### config.mk
export PLATFORM = sky130hd
export DESIGN_NAME = ov5640_vga_scanout
export DESIGN_NICKNAME = d
export VERILOG_FILES = /design/src/rtl/ov5640_defs.sv /design/src/rtl/vga_timing_gen.sv /design/src/rtl/ov5640_vga_scanout.sv
export SDC_FILE = /design/constraint.sdc
export NUM_CORES = 1
export LEC_CHECK = 0
export BUFFER_PORTS_ARGS = -buffer_cell sky130_fd_sc_hd__buf_2
export CORE_ASPECT_RATIO = 0.7
export CORE_UTILIZATION = 50
export CTS_CLUSTER_DIAMETER = 100
export CTS_CLUSTER_SIZE = 14
export DETAILED_ROUTE_END_ITERATION = 6
export HOLD_SLACK_MARGIN = 0.08
export PLACE_DENSITY = 0.75
export REMOVE_ABC_BUFFERS = 1
export SETUP_SLACK_MARGIN = 0.02
export SLEW_MARGIN = 40
export SYNTH_ARGS = -nofsm -noshare
export SYNTH_HDL_FRONTEND = slang
export SYNTH_SLANG_ARGS = --single-unit
export TNS_END_PERCENT = 5
### constraint.sdc
create_clock -name sys_clk -period 3.6 [get_ports sys_clk]
set_clock_uncertainty 0.15 [all_clocks]
set_input_delay 1.08 -clock sys_clk [delete_from_list [all_inputs] [get_ports sys_clk]]
set_output_delay 1.08 -clock sys_clk [all_outputs]
set_load 0.005 [all_outputs]
### src/rtl/ov5640_defs.sv
`default_nettype none
// ============================================================================
// Module   : ov5640_defs (package)
// Purpose  : VGA 640x480@60 timing and 320x240 frame-buffer constants.
// Revision : 1.0
// ============================================================================
package ov5640_defs;

    localparam logic [9:0]  H_ACTIVE = 10'd640;
    localparam logic [9:0]  H_FP     = 10'd16;
    localparam logic [9:0]  H_SYNC   = 10'd96;
    localparam logic [9:0]  H_BP     = 10'd48;
    localparam logic [9:0]  H_TOTAL  = H_ACTIVE + H_FP + H_SYNC + H_BP;
    localparam logic [9:0]  H_SYNC_START = H_ACTIVE + H_FP;
    localparam logic [9:0]  H_SYNC_END   = H_ACTIVE + H_FP + H_SYNC;

    localparam logic [9:0]  V_ACTIVE = 10'd480;
    localparam logic [9:0]  V_FP     = 10'd10;
    localparam logic [9:0]  V_SYNC   = 10'd2;
    localparam logic [9:0]  V_BP     = 10'd33;
    localparam logic [9:0]  V_TOTAL  = V_ACTIVE + V_FP + V_SYNC + V_BP;
    localparam logic [9:0]  V_SYNC_START = V_ACTIVE + V_FP;
    localparam logic [9:0]  V_SYNC_END   = V_ACTIVE + V_FP + V_SYNC;

    localparam logic [16:0] FB_WIDTH  = 17'd320;
    localparam logic [16:0] FB_HEIGHT = 17'd240;
    localparam logic [16:0] FB_DEPTH  = 17'd76800;

    typedef struct packed {
        logic active;
        logic hsync_n;
        logic vsync_n;
    } vga_flags_t;

    // Eight 80-pixel bars; bar k drives each colour channel full-on from one bit of k.
    function automatic logic [11:0] bar_colour(input logic [9:0] h);
        logic [2:0] k;
        k = 3'd7;
        if      (h < 10'd80)  k = 3'd0;
        else if (h < 10'd160) k = 3'd1;
        else if (h < 10'd240) k = 3'd2;
        else if (h < 10'd320) k = 3'd3;
        else if (h < 10'd400) k = 3'd4;
        else if (h < 10'd480) k = 3'd5;
        else if (h < 10'd560) k = 3'd6;
        return {{4{k[2]}}, {4{k[1]}}, {4{k[0]}}};
    endfunction

endpackage
`default_nettype wire

### src/rtl/vga_timing_gen.sv
`default_nettype none
// ============================================================================
// Module   : vga_timing_gen
// Purpose  : Pixel clock-enable divider, h/v counters and active/sync flags.
// Revision : 1.0
// ============================================================================
module vga_timing_gen
    import ov5640_defs::*;
#(
    parameter int CLK_DIV = 4
) (
    input  logic       sys_clk,
    input  logic       sys_rst_n,
    output logic       pix_ce,
    output logic [9:0] h_cnt,
    output logic [9:0] v_cnt,
    output vga_flags_t flags
);

    localparam int DIV_W = (CLK_DIV > 2) ? $clog2(CLK_DIV) : 1;
    localparam logic [DIV_W-1:0] c_div_last = DIV_W'(CLK_DIV - 1);

    logic [DIV_W-1:0] r_div;

    assign pix_ce = (r_div == c_div_last);

    always_ff @(posedge sys_clk) begin
        if (!sys_rst_n) begin
            r_div <= '0;
            h_cnt <= '0;
            v_cnt <= '0;
        end else if (pix_ce) begin
            r_div <= '0;
            if (h_cnt == H_TOTAL - 10'd1) begin
                h_cnt <= '0;
                v_cnt <= (v_cnt == V_TOTAL - 10'd1) ? 10'd0 : v_cnt + 10'd1;
            end else begin
                h_cnt <= h_cnt + 10'd1;
            end
        end else begin
            r_div <= r_div + 1'b1;
        end
    end

    always_comb begin
        flags         = '0;
        flags.active  = (h_cnt < H_ACTIVE) && (v_cnt < V_ACTIVE);
        flags.hsync_n = !((h_cnt >= H_SYNC_START) && (h_cnt < H_SYNC_END));
        flags.vsync_n = !((v_cnt >= V_SYNC_START) && (v_cnt < V_SYNC_END));
    end

endmodule
`default_nettype wire

### src/rtl/ov5640_vga_scanout.sv
`default_nettype none
// ============================================================================
// Module   : ov5640_vga_scanout
// Purpose  : 320x240 RGB444 frame buffer to 640x480@60 VGA with 2x replication.
//            Optional colour-bar generator enabled by macro VGA_TEST_PATTERN_EN.
// Revision : 1.0
// ============================================================================
module ov5640_vga_scanout
    import ov5640_defs::*;
#(
    parameter int CLK_DIV = 4,
    parameter int RD_LAT  = 1
) (
    input  logic        sys_clk,
    input  logic        sys_rst_n,
`ifdef VGA_TEST_PATTERN_EN
    input  logic        test_pattern_sel,
`endif
    output logic [16:0] vga_bram_raddr,
    output logic        vga_bram_ren,
    input  logic [11:0] vga_bram_rdata,
    output logic        vga_hsync,
    output logic        vga_vsync,
    output logic [3:0]  vga_r,
    output logic [3:0]  vga_g,
    output logic [3:0]  vga_b,
    output logic        frame_start
);

    logic       w_pix_ce;
    logic [9:0] w_h_cnt;
    logic [9:0] w_v_cnt;
    vga_flags_t w_flags;
    logic       w_pattern_on;
    logic       w_fetch_slot;
    logic       w_rd_valid;

    logic [16:0] r_raddr;
    logic [16:0] r_line_base;
    logic [11:0] r_pix;
    vga_flags_t  r_stage;

    vga_timing_gen #(
        .CLK_DIV (CLK_DIV)
    ) u_timing (
        .sys_clk   (sys_clk),
        .sys_rst_n (sys_rst_n),
        .pix_ce    (w_pix_ce),
        .h_cnt     (w_h_cnt),
        .v_cnt     (w_v_cnt),
        .flags     (w_flags)
    );

`ifdef VGA_TEST_PATTERN_EN
    assign w_pattern_on = test_pattern_sel;
`else
    assign w_pattern_on = 1'b0;
`endif

    assign w_fetch_slot   = w_pix_ce & w_flags.active;
    assign vga_bram_ren   = w_fetch_slot & ~w_pattern_on;
    assign vga_bram_raddr = r_raddr;
    assign frame_start    = w_pix_ce && (w_h_cnt == 10'd0) && (w_v_cnt == 10'd0);

    // raddr always holds the address of the current pixel; blanking lines leave it untouched
    // and the next line's base is loaded on the final blanking pixel.
    always_ff @(posedge sys_clk) begin
        if (!sys_rst_n) begin
            r_raddr     <= '0;
            r_line_base <= '0;
        end else if (w_pix_ce) begin
            if (w_flags.active && w_h_cnt[0] && (w_h_cnt != H_ACTIVE - 10'd1)) begin
                r_raddr <= r_raddr + 17'd1;
            end else if (w_h_cnt == H_TOTAL - 10'd1) begin
                if (w_v_cnt == V_TOTAL - 10'd1) begin
                    r_line_base <= '0;
                    r_raddr     <= '0;
                end else if (w_v_cnt < V_ACTIVE - 10'd1) begin
                    if (w_v_cnt[0]) begin
                        r_line_base <= r_line_base + FB_WIDTH;
                        r_raddr     <= r_line_base + FB_WIDTH;
                    end else begin
                        r_raddr     <= r_line_base;
                    end
                end
            end
        end
    end

    generate
        if (RD_LAT <= 1) begin : g_lat_one
            logic r_ren_d;
            always_ff @(posedge sys_clk) begin
                if (!sys_rst_n) r_ren_d <= 1'b0;
                else            r_ren_d <= vga_bram_ren;
            end
            assign w_rd_valid = r_ren_d;
        end else begin : g_lat_multi
            logic [RD_LAT-1:0] r_ren_pipe;
            always_ff @(posedge sys_clk) begin
                if (!sys_rst_n) r_ren_pipe <= '0;
                else            r_ren_pipe <= {r_ren_pipe[RD_LAT-2:0], vga_bram_ren};
            end
            assign w_rd_valid = r_ren_pipe[RD_LAT-1];
        end
    endgenerate

    always_ff @(posedge sys_clk) begin
        if (!sys_rst_n) begin
            r_pix <= '0;
        end else if (w_fetch_slot && w_pattern_on) begin
            r_pix <= bar_colour(w_h_cnt);
        end else if (w_rd_valid) begin
            r_pix <= vga_bram_rdata;
        end
    end

    // Flags ride one pixel behind the fetch so colour and syncs leave together.
    always_ff @(posedge sys_clk) begin
        if (!sys_rst_n) begin
            r_stage   <= '{active: 1'b0, hsync_n: 1'b1, vsync_n: 1'b1};
            vga_hsync <= 1'b1;
            vga_vsync <= 1'b1;
            vga_r     <= '0;
            vga_g     <= '0;
            vga_b     <= '0;
        end else if (w_pix_ce) begin
            r_stage   <= w_flags;
            vga_hsync <= r_stage.hsync_n;
            vga_vsync <= r_stage.vsync_n;
            {vga_r, vga_g, vga_b} <= r_stage.active ? r_pix : 12'h000;
        end
    end

endmodule
`default_nettype wire

== Word level (Yosys, flattened, before mapping) ==
Index checks and enable logic that the tools add are counted.
Widths: inputs -> output; s select.

* Add/sub/neg operators: 5
* $lt $le $gt $ge: 7
* Eq/ne operators: 4
* Muxes and demuxes: 8
* Bitwise logic cells: 3
* Reduce and logical (&&, ||, !) cells: 18

{| class="wikitable"
|+ Operators with widths
! cell !! number
|-
| $mux 17 || 5
|-
| $lt 10x9->1 const B || 3
|-
| $add 10x1->10 const B || 2
|-
| $eq 10x10->1 const B || 2
|-
| $logic_not 10->1 || 2
|-
| $lt 10x10->1 const B || 2
|-
| $mux 10 || 2
|-
| $add 17x1->17 const B || 1
|-
| $add 17x9->17 const B || 1
|-
| $mux 12 || 1
|-
| $ge 10x10->1 const B || 1
|-
| $ge 10x9->1 const B || 1
|-
| $ne 10x10->1 const B || 1
|-
| $logic_and 1x1->1 || 7
|-
| $reduce_and 4->1 || 1
|-
| $reduce_bool 2->1 || 2
|-
| $reduce_and 3->1 || 1
|-
| $reduce_bool 3->1 || 1
|-
| $add 2x1->2 const B || 1
|-
| $eq 2x2->1 const B || 1
|-
| $logic_not 1->1 || 2
|-
| $not 1->1 || 2
|-
| $reduce_and 2->1 || 1
|-
| $reduce_or 2->1 || 1
|-
| $and 1x1->1 || 1
|}

* Register bits: 86
* Input port bits: 14
* Output and inout port bits: 33
* Logic and storage cells: 60

== Depth between registers and ports, before layout ==
Gate-level depths: netlist of the first run.

* Depth after elaboration: 6
* Mapped depth: 9

== Cells and area by module ==
A second synthesis of the first run with hierarchy kept.

* Cell total of the unflattened synthesis: 525
* Area total of the unflattened synthesis: 4351.7 sq um

{| class="wikitable"
|+ Modules (own cells, without submodules)
! module !! times used !! cells an instance !! area each (sq um) !! sequential area each (sq um)
|-
| ov5640_vga_scanout || 1 || 394 || 3205.6 || 1281.2
|-
| vga_timing_gen || 1 || 131 || 1146.1 || 440.4
|}

== Least setup slack after synthesis of the first run ==
Ideal clock, no wire load.

* Kind: register to output
* From: reg u_timing.v_cnt[0]
* To: out frame_start
* Arrival time: 1.630 ns
* Setup slack: 0.740 ns
* Cell stages (with the launch flop): 8
* Path buffers: 1
* Cells stage by stage: dfxtp_1 clkbuf_1 inv_1 ha_1 or4b_4 nor3_1 nand4_1 nor2_1

* Longest elaborated chain between the ends: 2

{| class="wikitable"
|+ RTL lines
! item !! RTL line !! RTL
|-
| from (decl) || vga_timing_gen.sv:16 || <nowiki>output logic [9:0] v_cnt,</nowiki>
|-
| from (signal assigned) || vga_timing_gen.sv:36 || <nowiki>v_cnt <= (v_cnt == V_TOTAL - 10'd1) ? 10'd0 : v_cnt + 10'd1;</nowiki>
|-
| $logic_not 10->1 || ov5640_vga_scanout.sv:63 || <nowiki>assign frame_start = w_pix_ce && (w_h_cnt == 10'd0) && (w_v_cnt == 10'd0);</nowiki>
|-
| $logic_and 1x1->1 || ov5640_vga_scanout.sv:63 ||
|-
| to (decl) || ov5640_vga_scanout.sv:27 || <nowiki>output logic frame_start</nowiki>
|}

No other way between the ends.

== Worst setup path after layout of the first run ==
Same ends and word-level chain as after synthesis.

==> impl_metrics.env, run 1 <==
export IMPL_status="finished with violations"
export IMPL_violations="DRC"
export IMPL_fmax_ghz=0.292
export IMPL_wire_per_inst_um=16.5
export IMPL_seqCellArea_sq_mm=0.00172
export IMPL_drt_pass1_iter_count=7
export IMPL_diodes=0
export IMPL_drv_cap=0
export IMPL_final_setup_viol_count=0
export IMPL_wl_um=10700
export IMPL_irDropWorstVdd_mv=0.224
export IMPL_yosysTopAreaCellShare=0.406
export IMPL_dp_final_hpwl_um=6920
export IMPL_final_area_sq_mm=0.00485
export IMPL_ioPinCount=47
export IMPL_grt_overflow_total=0
export IMPL_syn2layout_area_growth_pct=14.6
export IMPL_clock_root_buffer="clkbuf_16"
export IMPL_clock_sinks=86
export IMPL_synth_seq_area_share=0.406
export IMPL_async_reset_ff_frac=0
export IMPL_clock_power_share=0.469
export IMPL_comb_power_share=0.046
export IMPL_vias=3926
export IMPL_core_area_sq_mm=0.00804
export IMPL_rsz0062_at_grt="false"
export IMPL_netlist_cell_type_count=60
export IMPL_dr_first_iter_drc_count=495
export IMPL_maxSlewViolCount=0
export IMPL_synth_area_leaders="dfxtp_1 41%, nor2_1 5.8%, mux2i_1 5.2%"
export IMPL_syn_area_sq_mm=0.00424
export IMPL_synth_edf_count=0
export IMPL_grt_max_degree=28
export IMPL_port_buffers=46
export IMPL_die_x_um=112
export IMPL_post_cts_buffers=0
export IMPL_syn_avg_cell_area_sq_um=8.39
export IMPL_worst_pin_slew_ps=799
export IMPL_nets=561
export IMPL_hold_viol=0
export IMPL_htree_levels=3
export IMPL_cts_tree="yes"
export IMPL_worst_setup_path_type="flop to output port"
export IMPL_initial_core_util=0.527
export IMPL_route_detailed_vias_per_inst=6.08
export IMPL_seqPwrFrac=0.485
export IMPL_startpoint_type="flop"
export IMPL_p_sw_w=0.000505
export IMPL_power_density_mw_per_mm2=410
export IMPL_min_path_type="flop to flop"
export IMPL_path_max_fanout=10
export IMPL_rows=27
export IMPL_grt_pass1_vias=3487
export IMPL_ant_nets=0
export IMPL_period_minus_slack_ps=3420
export IMPL_leakage_nw=1.81
export IMPL_grt_use_total=0.245
export IMPL_critPathCaptureType="output port"
export IMPL_crit_arrival_ps=2190
export IMPL_cp_required_ps=2370
export IMPL_antenna_found_initial=0
export IMPL_yosys_area_top_type="dfxtp_1"
export IMPL_min_period_over_period=0.951
export IMPL_final_common_cell="dfxtp_1"
export IMPL_fp_dieArea_sq_mm=0.00885
export IMPL_multi_input_area_sq_mm=0.00235
export IMPL_cts_buffers=9
export IMPL_yosys_warnings=0
export IMPL_tns_ps=0
export IMPL_die_height_um=79.0
export IMPL_final_fill_count=701
export IMPL_synth_seq_cells=86
export IMPL_layout_drive_gt1_share=0.161
export IMPL_insertion_delay_ps=350
export IMPL_hold_buffers=0
export IMPL_synthFlopType="dfxtp_1"
export IMPL_gp_congestion=0.869
export IMPL_clk_pin_slew_worst_paths_ps=70
export IMPL_p_int_w=0.00149
export IMPL_ctsResizeCount=0
export IMPL_dpl_cell_area_sq_mm=0.00455
export IMPL_drc_errors=6
export IMPL_netSwitchingFraction=0.254
export IMPL_layout_common_cells="86 x dfxtp_1, 66 x nor2_1, 50 x nand2_1"
export IMPL_slew_headroom=0.467
export IMPL_cts_buffer_depth=2
export IMPL_grt_pass1_wl_um=17200
export IMPL_synth_cells=505
stage by stage:
stage | setup WS, ps | util | instances | hold slack, ps | total power, W
finish | 177 | 0.604 | 646 | 273 | 0.00199
global route | 71.0 | 0.604 | 646 | 305 | 0.00204
CTS | 217 | 0.603 | 646 | 274 | 0.00200
detailed placement | 596 | 0.566 | 630 | 262 | 0.00108
global placement | 596 | 0.565 | 630 | 257 | 0.00108
floorplan | 558 | - | 472 | 248 | 0.00104
cell families (layout without fill, tap and decap cells):
kind of cell               Yosys count  count (layout)  share of synthesized area
AOI/OAI and AO/OA                  104             104                      0.170
xor gates and xnor gates            21              21                     0.0434
adders and majority gates            7               7                     0.0207
buffers and inverters               44              84                     0.0419
DFF                                 86              86                      0.406
muxes                               22              22                     0.0520
and+or+nand+nor                    221             221                      0.266
worst max-delay path, cell delays in order (launching register included):
cell	delay, ps
dfxtp_1	420
inv_1	220
ha_1	170
or4b_4	490
nor3_1	160
nand4_1	100
nor2_1	150
buf_2	130
synthesized netlist by cell type (2+ instances only):
| library cell | instances |
|---|---|
| a211oi_1 | 2 |
| a21oi_1 | 32 |
| a22oi_1 | 10 |
| a2bb2oi_1 | 5 |
| a31oi_1 | 4 |
| and2_1 | 4 |
| and3_1 | 5 |
| and3b_1 | 2 |
| and4_1 | 4 |
| buf_1 | 5 |
| buf_2 | 4 |
| clkbuf_1 | 23 |
| dfxtp_1 | 86 |
| ha_1 | 7 |
| inv_1 | 11 |
| mux2i_1 | 22 |
| nand2_1 | 50 |
| nand3_1 | 13 |
| nand4_1 | 16 |
| nor2_1 | 66 |
| nor2b_1 | 14 |
| nor3_1 | 14 |
| nor3b_1 | 2 |
| nor4_1 | 6 |
| nor4b_1 | 4 |
| o211ai_1 | 2 |
| o21a_1 | 3 |
| o21ai_0 | 13 |
| o22ai_1 | 6 |
| o32a_1 | 5 |
| o32ai_1 | 9 |
| or2_2 | 2 |
| or3_1 | 8 |
| xnor2_1 | 9 |
| xor2_1 | 12 |
power groups by stage:
| stage | logic [W] | registers, W | clock network, W |
|---|---|---|---|
| floorplan | 0.0000490 | 0.000987 | 0 |
| global placement | 0.0000877 | 0.000987 | 0 |
| detailed placement | 0.0000897 | 0.000988 | 0 |
| CTS | 0.0000901 | 0.000966 | 0.000943 |
| global route | 0.0000989 | 0.000966 | 0.000980 |
| finish | 0.0000914 | 0.000966 | 0.000933 |
cell type report:
| class | instances | share of cell area |
|---|---|---|
| Clock buffer | 9 | 0.0464 |
| Clock inverter | 7 | 0.0150 |
| Inverter | 11 | 0.00851 |
| Multi-Input combinational cell | 375 | 0.485 |
| Sequential cell | 86 | 0.355 |
| Tap cell | 101 | 0.0260 |
| Timing Repair Buffer | 57 | 0.0644 |
path summary, 6_finish.rpt:
check | startpoint | endpoint | slack, ps | cells after the start
min reg2reg | u_timing.r_div[0] | u_timing.r_div[0] | 270 | 1
max reg2reg | u_timing.v_cnt[0] | vga_bram_raddr[11] | 710 | 7
max | u_timing.v_cnt[0] | frame_start | 180 | 7
min | u_timing.r_div[0] | u_timing.r_div[0] | 270 | 1
flip-flops by register name (all words and copies together), names as in the netlist:
name	flops
vga_bram_raddr	17
vga_hsync	1
u_timing.h_cnt	10
vga_r	4
g_lat_one.r_ren_d	1
vga_vsync	1
u_timing.v_cnt	10
r_stage	3
u_timing.r_div	2
r_line_base	17
r_pix	12
vga_b	4
vga_g	4
metal layers:
metal  share of wire  GRT usage  wire [um]  vias to the layer above
met5               0          0          0                        -
met4          0.0090     0.0653         96                        0
met3           0.071     0.0618        753                       12
met2            0.44      0.375       4690                      174
met1            0.48      0.345       5140                     1848
li1                -          -          -                     1892
Note: power is estimated with default switching activity, not from simulation.
==> run 2, diff against run 1 <==
- GPL_ROUTABILITY_DRIVEN: not set -> 1
- MAX_ROUTING_LAYER: not set -> met4
==> impl_metrics.env, run 2 (synthesis gave the netlist of run 1 again) <==
export IMPL_grt_pass1_vias=3486
export IMPL_ant_nets=0
export IMPL_insertion_delay_ps=350
export IMPL_drv_cap=0
export IMPL_drt_pass1_iter_count=7
export IMPL_rsz0062_at_grt="false"
export IMPL_power_density_mw_per_mm2=411
export IMPL_htree_levels=3
export IMPL_r2r_start="u_timing.v_cnt[0]"
export IMPL_grt_max_degree=28
export IMPL_p_sw_w=0.000509
export IMPL_path_max_fanout=10
export IMPL_min_path_type="flop to flop"
export IMPL_core_area_sq_mm=0.00804
export IMPL_die_x_um=112
export IMPL_drc_errors=6
export IMPL_hold_buffers=0
export IMPL_hold_viol=0
export IMPL_maxSlewViolCount=0
export IMPL_hold_ws_ps=274
export IMPL_startpoint_type="flop"
export IMPL_status="finished with violations"
export IMPL_r2r_setup_slack_ps=710
export IMPL_final_common_cell="dfxtp_1"
export IMPL_min_period_over_period=0.944
export IMPL_worstHoldPathCells=1
export IMPL_fmax_ghz=0.294
export IMPL_clock_sinks=86
export IMPL_die_height_um=79.0
export IMPL_cts_buffer_depth=2
export IMPL_ioPinCount=47
export IMPL_seqPwrFrac=0.484
export IMPL_clk_pin_slew_worst_paths_ps=70
export IMPL_rows=27
export IMPL_leakage_nw=1.81
export IMPL_layout_drive_gt1_share=0.161
export IMPL_nets=561
export IMPL_dp_cells=630
export IMPL_clock_power_share=0.470
export IMPL_fin_ws_ps=202
export IMPL_cp_required_ps=2370
export IMPL_utilization=0.604
export IMPL_netSwitchingFraction=0.255
export IMPL_initial_core_util=0.527
export IMPL_antenna_found_initial=0
export IMPL_grt_pass1_wl_um=17100
export IMPL_p_int_w=0.00149
export IMPL_crit_arrival_ps=2170
export IMPL_worst_pin_slew_ps=782
export IMPL_clock_root_buffer="clkbuf_16"
export IMPL_port_buffers=46
export IMPL_syn2layout_area_growth_pct=14.6
export IMPL_final_setup_viol_count=0
export IMPL_comb_power_share=0.046
export IMPL_layout_common_cells="86 x dfxtp_1, 66 x nor2_1, 50 x nand2_1"
export IMPL_slew_headroom=0.479
export IMPL_post_cts_buffers=0
export IMPL_r2r_end="vga_bram_raddr[11]"
export IMPL_ctsResizeCount=0
export IMPL_wire_per_inst_um=16.5
export IMPL_dr_first_iter_drc_count=495
export IMPL_min_from="u_timing.r_div[0]"
export IMPL_grt_use_total=0.252
export IMPL_dp_final_hpwl_um=6920
export IMPL_vias=3920
export IMPL_cts_tree="yes"
export IMPL_holdPathEnd="u_timing.r_div[0]"
export IMPL_dp_slack_ps=596
export IMPL_wl_um=10700
export IMPL_grt_overflow_total=0
export IMPL_irDropWorstVdd_mv=0.226
export IMPL_reg2reg_depth=7
export IMPL_period_minus_slack_ps=3400
export IMPL_stdcell_count=646
export IMPL_critPathCaptureType="output port"
export IMPL_cts_buffers=9
export IMPL_route_detailed_vias_per_inst=6.07
export IMPL_violations="DRC"
export IMPL_fp_dieArea_sq_mm=0.00885
export IMPL_worst_setup_path_type="flop to output port"
export IMPL_gp_congestion=0.883
export IMPL_diodes=0
export IMPL_tns_ps=0
[run 2: worst max path at each step]
stage,to,cells past startpoint,from
5_1_grt,frame_start,7,u_timing.v_cnt[0]
3_5_place_dp,frame_start,7,u_timing.v_cnt[0]
3_3_place_gp,frame_start,7,u_timing.v_cnt[0]
4_1_cts,frame_start,7,u_timing.v_cnt[0]
6_report,frame_start,7,u_timing.v_cnt[0]
2_1_floorplan,vga_bram_raddr[0],7,u_timing.v_cnt[0]
[run 2: power groups by stage]
stage	sequential, W	combinational (W)	clock [W]
3_5_place_dp	0.000988	0.0000897	0
2_1_floorplan	0.000987	0.0000490	0
3_3_place_gp	0.000987	0.0000877	0
6_report	0.000966	0.0000910	0.000937
5_1_grt	0.000966	0.0000989	0.000979
4_1_cts	0.000966	0.0000901	0.000943
[run 2: area by class of cell]
cell class / instances / area [sq um]
clock buffer: 9 / 225
clock inverter: 7 / 72.6
fill: 701 / 3190
inverter: 11 / 41.3
multi-input combinational: 375 / 2350
sequential: 86 / 1720
tap: 101 / 126
timing repair buffer: 57 / 313
[run 2: stage by stage]
step           area (sq um)  total power, W
2_1_floorplan          4100         0.00104
3_3_place_gp           4540         0.00108
3_5_place_dp           4550         0.00108
4_1_cts                4850         0.00200
5_1_grt                4850         0.00204
6_report               4850         0.00199
[run 2: per-layer routing]
metal | wire (um) | up-vias | global-route usage
li1 | - | 1894 | -
met1 | 5120 | 1829 | 0.344
met2 | 4590 | 182 | 0.376
met3 | 821 | 15 | 0.0603
met4 | 120 | 0 | 0.0653
met5 | 0 | - | -
[run 2: worst max-delay path, cell delays in order, from the launching register on]
cell,delay [ps]
dfxtp_1,420
inv_1,220
ha_1,170
or4b_4,490
nor3_1,150
nand4_1,100
nor2_1,130
buf_2,130
==> run 3, diff against run 2 <==
- BUFFER_PORTS_ARGS: -buffer_cell sky130_fd_sc_hd__buf_2 -> not set
- DONT_BUFFER_PORTS: not set -> 1
- PLACE_DENSITY: 0.75 -> 0.7
==> impl_metrics.env, run 3 (synthesis gave the netlist of run 1 again) <==
export IMPL_path_max_fanout=10
export IMPL_antenna_found_initial=0
export IMPL_cp_required_ps=2370
export IMPL_layout_drive_gt1_share=0.0765
export IMPL_rsz0062_at_grt="false"
export IMPL_core_area_sq_mm=0.00804
export IMPL_cp_top_family="simple AND/OR/NAND/NOR gates"
export IMPL_ant_nets=0
export IMPL_vias=3695
export IMPL_final_area_sq_mm=0.00458
export IMPL_hold_viol=0
export IMPL_route_detailed_vias_per_inst=6.18
export IMPL_insertion_delay_ps=340
export IMPL_ioPinCount=47
export IMPL_die_height_um=79.0
export IMPL_fp_dieArea_sq_mm=0.00885
export IMPL_nets=513
export IMPL_irDropWorstVdd_mv=0.394
export IMPL_multi_input_area_sq_mm=0.00235
export IMPL_violations="DRC"
export IMPL_status="finished with violations"
export IMPL_period_minus_slack_ps=3330
export IMPL_grt_pass1_wl_um=17000
export IMPL_post_cts_buffers=0
export IMPL_fmax_ghz=0.300
export IMPL_die_x_um=112
export IMPL_crit_arrival_ps=2100
export IMPL_dp_final_hpwl_um=6710
export IMPL_final_setup_viol_count=0
export IMPL_final_common_cell="dfxtp_1"
export IMPL_dpl_cell_area_sq_mm=0.00430
export IMPL_min_path_type="flop to flop"
export IMPL_leakage_nw=1.56
export IMPL_clock_root_buffer="clkbuf_16"
export IMPL_drt_pass1_iter_count=7
export IMPL_cts_buffers=9
export IMPL_initial_core_util=0.527
export IMPL_clock_sinks=86
export IMPL_clk_pin_slew_worst_paths_ps=70
export IMPL_worst_pin_slew_ps=821
export IMPL_worst_path_max_delay_cell="or4b_4"
export IMPL_seqCellArea_sq_mm=0.00172
export IMPL_critical_path_cell_chain="inv_1, ha_1, or4b_4, nor3_1, nand4_1, nor2_1"
export IMPL_grt_max_degree=37
export IMPL_drv_cap=0
export IMPL_grt_use_total=0.247
export IMPL_startpoint_type="flop"
export IMPL_grt_pass1_vias=3465
export IMPL_tns_ps=0
export IMPL_min_period_over_period=0.925
export IMPL_grt_overflow_total=0
export IMPL_final_fill_count=732
export IMPL_critPathCaptureType="output port"
export IMPL_hold_buffers=0
export IMPL_path_buf_inv=1
export IMPL_wl_um=10100
export IMPL_ctsResizeCount=0
export IMPL_max_stage_delay_ps=490
export IMPL_gp_congestion=0.860
export IMPL_port_buffers=0
export IMPL_worst_setup_path_type="flop to output port"
export IMPL_power_density_mw_per_mm2=415
export IMPL_cts_buffer_depth=2
export IMPL_dr_first_iter_drc_count=352
export IMPL_syn2layout_area_growth_pct=8.12
export IMPL_layout_common_cells="86 x dfxtp_1, 66 x nor2_1, 50 x nand2_1"
export IMPL_drc_errors=5
export IMPL_cts_tree="yes"
export IMPL_diodes=0
export IMPL_rows=27
export IMPL_wire_per_inst_um=16.9
export IMPL_maxSlewViolCount=0
export IMPL_slew_headroom=0.453
export IMPL_htree_levels=3
==> run 3: changes by cell type in the layout (fill, tap and decap cells not counted), moves of 2 or more <==
cell | before | now
buf_4 | 11 | 9
inv_6 | 3 | 1
buf_2 | 46 | 0
inv_8 | 2 | 0
clkinv_4 | 0 | 3
==> run 3: final timing paths <==
path | end | from | cells past startpoint | slack (ps)
worst max register to register | vga_bram_raddr[8] | u_timing.h_cnt[0] | 6 | 700
worst min-delay path | u_timing.r_div[0] | u_timing.r_div[0] | 1 | 280
worst min register to register | u_timing.r_div[0] | u_timing.r_div[0] | 1 | 280
worst max-delay path | frame_start | u_timing.v_cnt[0] | 6 | 270
==> run 3: area by class of cell <==
cell class | count | share of cell area
clock buffer | 10 | 0.0500
clock inverter | 6 | 0.0104
inverter | 11 | 0.00902
multi-input combinational | 375 | 0.512
sequential | 86 | 0.376
tap | 101 | 0.0276
timing repair buffer | 9 | 0.0148
==> run 3: metal layers <==
metal	up-vias	part of all wire	global-route usage
met3	18	0.080	0.0740
met2	149	0.44	0.363
li1	1801	-	-
met5	-	0	-
met1	1727	0.47	0.323
met4	0	0.015	0.0893
==> run 3: power by group <==
group / total, W / switching (W) / internal, W
logic: 0.0000698 / 0.0000438 / 0.0000260
registers: 0.000968 / 0.00000853 / 0.000960
clock network: 0.000862 / 0.000390 / 0.000472
==> run 3: metrics by stage <==
| stage | utilization | cells | hold WS (ps) | total power (W) | setup slack (ps) |
|---|---|---|---|---|---|
| floorplan | - | 472 | 248 | 0.00104 | 558 |
| global placement | 0.534 | 582 | 257 | 0.00106 | 677 |
| detailed placement | 0.534 | 582 | 276 | 0.00106 | 633 |
| CTS | 0.569 | 598 | 287 | 0.00192 | 257 |
| global route | 0.570 | 598 | 323 | 0.00197 | 106 |
| finish | 0.570 | 598 | 279 | 0.00190 | 270 |
